[src/rtl/boot_loader_if.sv]
// Word-addressed, byte-enabled synchronous memory port shared by the core and the RAM.
// The master drives address, write data and byte enables; the slave returns read data.
interface boot_loader_if #(
  parameter int unsigned M_WIDTH = 32
);
  logic [M_WIDTH-3:0]   addr;
  logic [M_WIDTH-1:0]   data_out;
  logic [M_WIDTH/8-1:0] wes;
  logic [M_WIDTH-1:0]   data_in;

  modport master (output addr, output data_out, output wes, input data_in);
  modport slave  (input addr, input data_out, input wes, output data_in);
endinterface

[src/rtl/boot_loader.sv]
// UART boot loader: holds the core in reset, writes a framed serial payload into RAM
// from byte address 0, then releases the core and passes its memory port straight through.
module boot_loader #(
  parameter int unsigned M_WIDTH      = 32,
  parameter int unsigned CLKS_PER_BIT = 868,
  parameter int unsigned MAX_BYTES    = 4096,
  parameter logic [7:0]  SYNC_BYTE    = 8'hA5
) (
  input  logic         clk,
  input  logic         rst,
  input  logic         rx,
  boot_loader_if.slave  core,
  boot_loader_if.master mem,
  output logic         core_rst,
  output logic         loaded,
  output logic         error
);

  localparam int unsigned A_W    = M_WIDTH - 2;
  localparam int unsigned WES_W  = M_WIDTH / 8;
  localparam int unsigned LEN_W  = 32;
  localparam int unsigned CNT_W  = M_WIDTH;
  localparam int unsigned BIT_CW = $clog2(CLKS_PER_BIT);
  localparam logic [BIT_CW-1:0] FULL_CNT = BIT_CW'(CLKS_PER_BIT - 1);
  localparam logic [BIT_CW-1:0] HALF_CNT = BIT_CW'(CLKS_PER_BIT / 2 - 1);

  typedef enum logic [1:0] {U_IDLE, U_START, U_DATA, U_STOP} uart_state_t;
  typedef enum logic [1:0] {L_SYNC, L_LEN, L_DATA, L_RUN} load_state_t;

  // rx synchronizer plus one delay stage for start-edge detection
  logic rx_m, rx_s, rx_d;

  always_ff @(posedge clk) begin
    if (rst) begin
      rx_m <= 1'b1;
      rx_s <= 1'b1;
      rx_d <= 1'b1;
    end else begin
      rx_m <= rx;
      rx_s <= rx_m;
      rx_d <= rx_s;
    end
  end

  uart_state_t       u_state_q, u_state_d;
  logic [BIT_CW-1:0] bit_cnt_q, bit_cnt_d;
  logic [2:0]        bit_idx_q, bit_idx_d;
  logic [7:0]        shift_q, shift_d;
  logic              byte_valid_q, byte_valid_d;
  logic              frame_err_q, frame_err_d;

  always_ff @(posedge clk) begin
    if (rst) begin
      u_state_q    <= U_IDLE;
      bit_cnt_q    <= '0;
      bit_idx_q    <= '0;
      shift_q      <= '0;
      byte_valid_q <= 1'b0;
      frame_err_q  <= 1'b0;
    end else begin
      u_state_q    <= u_state_d;
      bit_cnt_q    <= bit_cnt_d;
      bit_idx_q    <= bit_idx_d;
      shift_q      <= shift_d;
      byte_valid_q <= byte_valid_d;
      frame_err_q  <= frame_err_d;
    end
  end

  // Start qualified at half a bit, then every sample one full bit later
  always_comb begin
    u_state_d    = u_state_q;
    bit_cnt_d    = bit_cnt_q;
    bit_idx_d    = bit_idx_q;
    shift_d      = shift_q;
    byte_valid_d = 1'b0;
    frame_err_d  = 1'b0;
    case (u_state_q)
      U_IDLE: begin
        if (rx_d && !rx_s) begin
          u_state_d = U_START;
          bit_cnt_d = '0;
        end
      end
      U_START: begin
        if (bit_cnt_q == HALF_CNT) begin
          bit_cnt_d = '0;
          bit_idx_d = '0;
          u_state_d = rx_s ? U_IDLE : U_DATA;
        end else begin
          bit_cnt_d = bit_cnt_q + BIT_CW'(1);
        end
      end
      U_DATA: begin
        if (bit_cnt_q == FULL_CNT) begin
          bit_cnt_d = '0;
          shift_d   = {rx_s, shift_q[7:1]};
          if (bit_idx_q == 3'd7) begin
            u_state_d = U_STOP;
          end else begin
            bit_idx_d = bit_idx_q + 3'd1;
          end
        end else begin
          bit_cnt_d = bit_cnt_q + BIT_CW'(1);
        end
      end
      U_STOP: begin
        if (bit_cnt_q == FULL_CNT) begin
          bit_cnt_d    = '0;
          u_state_d    = U_IDLE;
          byte_valid_d = rx_s;
          frame_err_d  = !rx_s;
        end else begin
          bit_cnt_d = bit_cnt_q + BIT_CW'(1);
        end
      end
      default: u_state_d = U_IDLE;
    endcase
  end

  load_state_t      state_q, state_d;
  logic [LEN_W-1:0] len_q, len_d;
  logic [CNT_W-1:0] byte_cnt_q, byte_cnt_d;
  logic             error_q, error_d;
  logic             core_rst_q;
  logic [A_W-1:0]   addr_q;
  logic [M_WIDTH-1:0] dout_q;
  logic             wr_c;
  logic [LEN_W-1:0] len_shift;
  logic [CNT_W-1:0] cnt_inc;
  logic [A_W-1:0]   wr_addr;
  logic [WES_W-1:0] wr_wes;
  logic [M_WIDTH-1:0] wr_data;

  assign len_shift = {shift_q, len_q[LEN_W-1:8]};
  assign cnt_inc   = byte_cnt_q + CNT_W'(1);
  assign wr_addr   = byte_cnt_q[CNT_W-1:2];
  assign wr_wes    = WES_W'(1) << byte_cnt_q[1:0];
  assign wr_data   = {WES_W{shift_q}};

  always_ff @(posedge clk) begin
    if (rst) begin
      state_q    <= L_SYNC;
      len_q      <= '0;
      byte_cnt_q <= '0;
      error_q    <= 1'b0;
      core_rst_q <= 1'b1;
      addr_q     <= '0;
      dout_q     <= '0;
    end else begin
      state_q    <= state_d;
      len_q      <= len_d;
      byte_cnt_q <= byte_cnt_d;
      error_q    <= error_d;
      core_rst_q <= (state_q != L_RUN);
      if (wr_c) begin
        addr_q <= wr_addr;
        dout_q <= wr_data;
      end
    end
  end

  // Frame: SYNC_BYTE, 4-byte little-endian length, payload
  always_comb begin
    state_d    = state_q;
    len_d      = len_q;
    byte_cnt_d = byte_cnt_q;
    error_d    = error_q;
    wr_c       = 1'b0;
    case (state_q)
      L_SYNC: begin
        if (byte_valid_q && shift_q == SYNC_BYTE) begin
          state_d    = L_LEN;
          error_d    = 1'b0;
          byte_cnt_d = '0;
          len_d      = '0;
        end
      end
      L_LEN: begin
        if (frame_err_q) begin
          state_d    = L_SYNC;
          error_d    = 1'b1;
          byte_cnt_d = '0;
        end else if (byte_valid_q) begin
          len_d = len_shift;
          if (byte_cnt_q[1:0] == 2'd3) begin
            byte_cnt_d = '0;
            if (len_shift == '0) begin
              state_d = L_RUN;
            end else if (len_shift > LEN_W'(MAX_BYTES)) begin
              state_d = L_SYNC;
              error_d = 1'b1;
            end else begin
              state_d = L_DATA;
            end
          end else begin
            byte_cnt_d = cnt_inc;
          end
        end
      end
      L_DATA: begin
        if (frame_err_q) begin
          state_d    = L_SYNC;
          error_d    = 1'b1;
          byte_cnt_d = '0;
        end else if (byte_valid_q) begin
          wr_c       = 1'b1;
          byte_cnt_d = cnt_inc;
          if (cnt_inc == CNT_W'(len_q)) begin
            state_d = L_RUN;
          end
        end
      end
      L_RUN: state_d = L_RUN;
      default: state_d = L_SYNC;
    endcase
  end

  // Loader owns the RAM port until RUN, then the core drives it directly
  always_comb begin
    mem.addr     = addr_q;
    mem.data_out = dout_q;
    mem.wes      = '0;
    if (state_q == L_RUN) begin
      mem.addr     = core.addr;
      mem.data_out = core.data_out;
      mem.wes      = core.wes;
    end else if (wr_c) begin
      mem.addr     = wr_addr;
      mem.data_out = wr_data;
      mem.wes      = wr_wes;
    end
  end

  assign core.data_in = mem.data_in;
  assign core_rst     = core_rst_q;
  assign loaded       = (state_q == L_RUN);
  assign error        = error_q;

endmodule
[src/flat_wrapper.sv]
// flat-port wrapper written by rule: the top's interface ports become plain ports
module boot_loader_flat 
#(
  parameter int unsigned M_WIDTH      = 32,
  parameter int unsigned CLKS_PER_BIT = 868,
  parameter int unsigned MAX_BYTES    = 4096,
  parameter logic [7:0]  SYNC_BYTE    = 8'hA5
)
  (clk, rst, rx, core_rst, loaded, error, core_addr, core_data_out, core_wes, core_data_in, mem_addr, mem_data_out, mem_wes, mem_data_in);
  boot_loader_if #(.M_WIDTH(M_WIDTH)) core_i ();
  boot_loader_if #(.M_WIDTH(M_WIDTH)) mem_i ();
  input  logic clk;
  input  logic rst;
  input  logic rx;
  output logic core_rst;
  output logic loaded;
  output logic error;
  input wire logic [$bits(core_i.addr)-1:0] core_addr;
  input wire logic [$bits(core_i.data_out)-1:0] core_data_out;
  input wire logic [$bits(core_i.wes)-1:0] core_wes;
  output wire logic [$bits(core_i.data_in)-1:0] core_data_in;
  output wire logic [$bits(mem_i.addr)-1:0] mem_addr;
  output wire logic [$bits(mem_i.data_out)-1:0] mem_data_out;
  output wire logic [$bits(mem_i.wes)-1:0] mem_wes;
  input wire logic [$bits(mem_i.data_in)-1:0] mem_data_in;
  assign core_i.addr = core_addr;
  assign core_i.data_out = core_data_out;
  assign core_i.wes = core_wes;
  assign core_data_in = core_i.data_in;
  assign mem_addr = mem_i.addr;
  assign mem_data_out = mem_i.data_out;
  assign mem_wes = mem_i.wes;
  assign mem_i.data_in = mem_data_in;
  boot_loader #(.M_WIDTH(M_WIDTH), .CLKS_PER_BIT(CLKS_PER_BIT), .MAX_BYTES(MAX_BYTES), .SYNC_BYTE(SYNC_BYTE)) u_core (.clk(clk), .rst(rst), .rx(rx), .core(core_i), .mem(mem_i), .core_rst(core_rst), .loaded(loaded), .error(error));
endmodule
[config.mk]
export PLATFORM = sky130hd
export DESIGN_NAME = boot_loader_flat
export DESIGN_NICKNAME = d
export VERILOG_FILES = /design/src/rtl/boot_loader_if.sv /design/src/rtl/boot_loader.sv /design/src/flat_wrapper.sv
export SDC_FILE = /design/constraint.sdc
export NUM_CORES = 1
export LEC_CHECK = 0
export CORE_MARGIN = 4
export CORE_UTILIZATION = 45
export CTS_BUF_LIST = sky130_fd_sc_hd__clkbuf_4 sky130_fd_sc_hd__clkbuf_8
export CTS_CLUSTER_SIZE = 40
export DETAILED_ROUTE_END_ITERATION = 16
export GPL_TIMING_DRIVEN = 0
export PLACE_DENSITY = 0.8
export RECOVER_POWER = 100
export SLEW_MARGIN = 25
export SYNTH_ARGS = -nofsm -noshare
export SYNTH_HDL_FRONTEND = slang
export SYNTH_SLANG_ARGS = --single-unit
[constraint.sdc]
create_clock -name clk -period 3.4 [get_ports clk]
set_input_delay 0.68 -clock clk [delete_from_list [all_inputs] [get_ports clk]]
set_output_delay 0.68 -clock clk [all_outputs]
set_load 0.01 [all_outputs]
After elaboration in Yosys (flattened, before gate mapping)

Cells that the tools add are included.

Bits of input ports: 101
Output and inout bits: 101
Bits in registers: 158
Word-level logic and storage cells: 122

$lt $le $gt $ge: 1
Equal/unequal tests: 29
Bitwise gates (word level): 2
Reductions and logical operators: 18
Multiplexer cells: 52
Shift operators: 1
Add/sub/neg operators: 3

Operators by type and width:

| cell                                                  | number |
|---|---|
| two-way mux 32 bit                                    | 10 |
| case mux 32 bit (3 select lines)                      | 1 |
| case mux 32 bit (2 select lines)                      | 1 |
| two-way mux 30 bit                                    | 2 |
| adder 32 x 1 -> 32 bit, second input constant         | 1 |
| equality test 32 bit                                  | 1 |
| > comparator 32 x 13 -> 1 bit, second input constant  | 1 |
| logical NOT 32 bit                                    | 1 |
| two-way mux 10 bit                                    | 3 |
| two-way mux 2 bit                                     | 15 |
| case mux 10 bit (3 select lines)                      | 1 |
| inequality test 2 x 1 -> 1 bit, second input constant | 8 |
| case mux 2 bit (4 select lines)                       | 2 |
| inequality test 3 x 1 -> 1 bit, second input constant | 5 |
| AND reduction 4 bit                                   | 3 |
| adder 10 x 1 -> 10 bit, second input constant         | 1 |
| equality test 10 bit, second input constant           | 1 |
| equality test 10 x 9 -> 1 bit, second input constant  | 1 |
| equality test 2 bit, second input constant            | 5 |
| two-way mux 1 bit                                     | 10 |
| AND reduction 5 bit                                   | 2 |
| two-way mux 3 bit                                     | 3 |
| equality test 8 bit, second input constant            | 1 |
| two-way mux 4 bit                                     | 2 |
| other kinds (18)                                      | 25 |

Depth between registers and ports, before layout

Gate-level depths: netlist of run 1.

Word-level depth: 7
Gate-level depth with buffers: 12

Worst setup path after synthesis of run 1

Ideal clock, no wire load.

Path type: register -> register
Start point: reg u_core.byte_cnt_q[0]
End point: reg u_core.state_q[0]
Period minus slack after synthesis: 2.790 ns
Path buffers: 1
Data arrival time: 2.660 ns
Path slack: 0.610 ns
Stages on the path, launching flop included: 11
Cells stage by stage: dfxtp_1 > ha_1 > and3_1 > clkbuf_2 > nand2_1 > nor3_2 > xnor2_1 > or4_1 > nor4_4 > o21ai_0 > nor3b_2

Cells in the longest elaborated chain, start to end: 4
Elaborated cells between the ends (all ways): 6
Those cells by class: add/sub (1); eq/ne (4); reduce/logical (1)

Ends and longest elaborated chain:

| item                                            | line               | RTL |
|---|---|---|
| start: declaration                              | boot_loader.sv:123 | `logic [CNT_W-1:0] byte_cnt_q, byte_cnt_d;` |
| start signal: assignment                        | boot_loader.sv:153 | `byte_cnt_q <= byte_cnt_d;` |
| adder 32 x 1 -> 32 bit                          | boot_loader.sv:136 | `assign cnt_inc = byte_cnt_q + CNT_W'(1);` |
| equality test 32 bit                            | boot_loader.sv:209 | `if (cnt_inc == CNT_W'(len_q)) begin` |
| inequality test 3 x 1 -> 1 bit (no source line) | n/a                |  |
| AND reduction 5 bit (no source line) *          | n/a                |  |
| end signal: assignment                          | boot_loader.sv:151 | `state_q <= state_d;` |
| end: declaration                                | boot_loader.sv:121 | `load_state_t state_q, state_d;` |

Every way passes the cells marked *; elsewhere a longest branch is shown, timed or not.
A chain may end at the register's enable or synchronous reset.

Final worst setup path of run 1

Start point: reg u_core.byte_cnt_q[1]
End point: reg u_core.state_q[0]

The elaborated chain is that of the path after synthesis.

==> impl_metrics.toml, run 1 <==
[status]
outcome = "finished, violations left"
violations = "setup timing"

[route]
final_antenna_net_count = 0
wl_met3_um = 2000
routed.top_layer = "met4"
wl_um = 27200
wl_met2_um = 13300
drc = 0
wl_per_cell_um = 17.2
drt_iter0_drc = 756
viasPerCell = 5.55
drt_pre_antenna_iters = 5
wl_met1_um = 11200
via_count = 8771

[sta]
setup_tns_ns = -0.00189
slew_headroom = 0.322
clock.fmax_mhz = 294
min_period_over_period = 1.00
min_period_ns = 3.40
drv_slew = 0
setup_viol = 1
fin_skew_ns = 0.0135
hold_viol_final = 0
layout_setup_ws_ns = -0.00189
worstMarginPinSlew_ns = 1.01
rsz0062_at_grt = "true"

[setup_path]
crit_buf_inv = 2
cp_data_required_time_ns = 3.72
crit_path_frequent_cell = "clkbuf_2"
arrival_ns = 3.73
crit_slowest_cell = "or4_4"
crit_type = "flop to flop"
path_max_fanout = 10
path_cells = "ha_1 -> and3_1 -> clkbuf_2 -> nand4_1 -> clkbuf_2 -> nor4_1 -> a311oi_1 -> or4_4 -> nor4_4 -> o21ai_0 -> nor3b_2"
crit_path_end_kind = "flop"
cpPeakStageDelay_ns = 0.53
crit_family = "simple AND/OR/NAND/NOR gates"
cp-start-kind = "flop"

[clock_network]
clock-root-buffer = "clkbuf_8"
numClockSinks = 158
cts_buffers = 17
clk_latency_ns = 0.46
cts_max_path_buffers = 2
cts_max_level = 4
cts_tree = "yes"
clk_pin_slew_ns = 0.10

[place]
globalplace.congestion = 0.950
place_ws_ns = -0.361
hpwl_um = 20300
io_buffer_count = 168
placed_cell_area_um2 = 10800
dpl.cell_count = 1544

[yosys]
synth_area_leader_cell = "dfxtp_1"
synth.top_cells.by_area = "dfxtp_1 (36%), mux2i_1 (11%), a21oi_1 (6.2%)"
synth_fp_nets = 1230
synth_edf_count = 0
synth_top_area_frac = 0.360
yosysSeqAreaShare = 0.360
synth.avg_cell_area_um2 = 7.88
synthesis.yosys.warnings = 0
ys_types = 63
syn-cell-area_um2 = 8790
synthArstFlopShare = 0
netlist_instances = 1116
synth_ff_type = "dfxtp_1"
ys_ff_latch = 158

[global_routing]
overflow = 0
antenna_found_initial = 0
grt_max_degree = 17
grt_pass1_wl_um = 41800
grt.total_usage = 0.237
grt_pass1_vias = 7937

[power_and_ir_drop]
leakagePower_nw = 5.04
power.density_nw_per_um2 = 332
ir_drop_mv = 0.246

[finish]
fin_cells = 1581
antenna-diode-count = 0
areaGrowthSynthToFinish_pct = 29.9
layout_common_cells = "dfxtp_1 (157), nor2_1 (124), a21oi_1 (104), nand2_1 (90), mux2i_1 (88)"
drive_gt1_frac = 0.101
stdcell_area_um2 = 11400
final_common_cell = "dfxtp_1"
final_nets = 1422

[die]
die_w_um = 148
die-area_um2 = 21800
placementRows = 50
core-area_um2 = 19000
die_h_um = 148
io_pins = 202
start_util = 0.464

[worst_hold_path]
hold_class = "flop to flop"

[flow_run]
cap_violations = 0
repair_timing:
| item | CTS | global route |
|---|---|---|
| pin swaps | 0 | 1 |
| endpoints found under the setup margin | 76 | 72 |
| hold buffers | 0 | 0 |
| gates resized for setup | 48 | 109 |
| setup buffers | 0 | 4 |
| cloned | 1 | 0 |
worst paths after layout:
check | start | to | slack, ns | cells past startpoint
max | u_core.byte_cnt_q[1] | u_core.state_q[0] | -0.002 | 11
min | u_core.rx_m | u_core.rx_s | 0.44 | 1
max reg2reg | u_core.byte_cnt_q[1] | u_core.state_q[0] | -0.002 | 11
min reg2reg | u_core.rx_m | u_core.rx_s | 0.44 | 1
stage by stage:
stage / util / hold slack (ns) / power (W)
final: 0.602 / 0.438 / 0.00379
after global placement: 0.570 / 0.401 / 0.00229
after floorplan: - / 0.389 / 0.00212
after global routing: 0.602 / 0.452 / 0.00391
after CTS: 0.600 / 0.442 / 0.00380
after detailed placement: 0.570 / 0.421 / 0.00230
logic make-up after synthesis:
| kind of cell | after synthesis | synth area share |
|---|---|---|
| muxes | 97 | 0.111 |
| and+or+nand+nor | 420 | 0.244 |
| buffers and inverters | 187 | 0.0954 |
| DFF | 158 | 0.360 |
| adders and majority gates | 13 | 0.0185 |
| AOI/OAI and AO/OA | 198 | 0.129 |
| xor gates and xnor gates | 43 | 0.0428 |
state kept, by name (all words and copies together) (netlist names), 2 cells and up, named ones only:
name	flops
u_core.addr_q	30
u_core.bit_cnt_q	10
u_core.bit_idx_q	3
u_core.byte_cnt_q	32
u_core.dout_q	32
u_core.len_q	32
u_core.shift_q	8
u_core.state_q	2
synth_stat cells, types with 3 or more instances:
cell type,count
and3_1,22
nor4bb_1,3
nor3b_1,3
inv_1,76
nand4b_1,3
nor4_1,16
clkbuf_1,65
o21ai_0,37
nand4_1,13
xnor2_1,25
nand3_1,61
nor3_1,18
nand2b_1,7
or3_1,13
xor2_1,18
mux2i_1,96
or2_2,4
nor2b_1,8
a21o_1,3
buf_2,12
a31oi_1,13
a211oi_1,4
or4_1,4
dfxtp_1,158
a21oi_1,109
and2_1,8
and4_1,6
a311oi_1,9
nand2_1,91
ha_1,13
buf_4,32
nor2_1,124
power breakdown:
group	total [W]	leakage [nW]	internal [W]	switching, W
Sequential	0.00187	1.27	0.00186	0.0000125
Combinational	0.000387	3.55	0.000175	0.000212
Clock	0.00153	0.210	0.000752	0.000777
cell type report:
type	count	area (um2)
plain buffers	111	639
clock buffers	17	234
clock inverters	15	204
fillers	1683	7540
inverters	76	285
multi-input cells	772	4910
flip-flops and latches	158	3160
well taps	260	325
repair buffers	172	1660
per-layer routing:
metal,global-route usage,up-vias
li1,-,4207
met1,0.313,4135
met2,0.387,376
met3,0.0451,53
met4,0.0867,0
met5,0,-
(Power assumes the default switching activity.)
==> run 2: changes to the inputs <==
--- a/config.mk
+++ b/config.mk
@@ -5,6 +5,7 @@
 export SDC_FILE = /design/constraint.sdc
 export NUM_CORES = 1
 export LEC_CHECK = 0
+export CAP_MARGIN = 10
 export CORE_MARGIN = 4
 export CORE_UTILIZATION = 45
 export CTS_BUF_LIST = sky130_fd_sc_hd__clkbuf_4 sky130_fd_sc_hd__clkbuf_8
==> results of run 2 <==
Same layout as run 1: the final DEF is identical, and so are final timing and power.
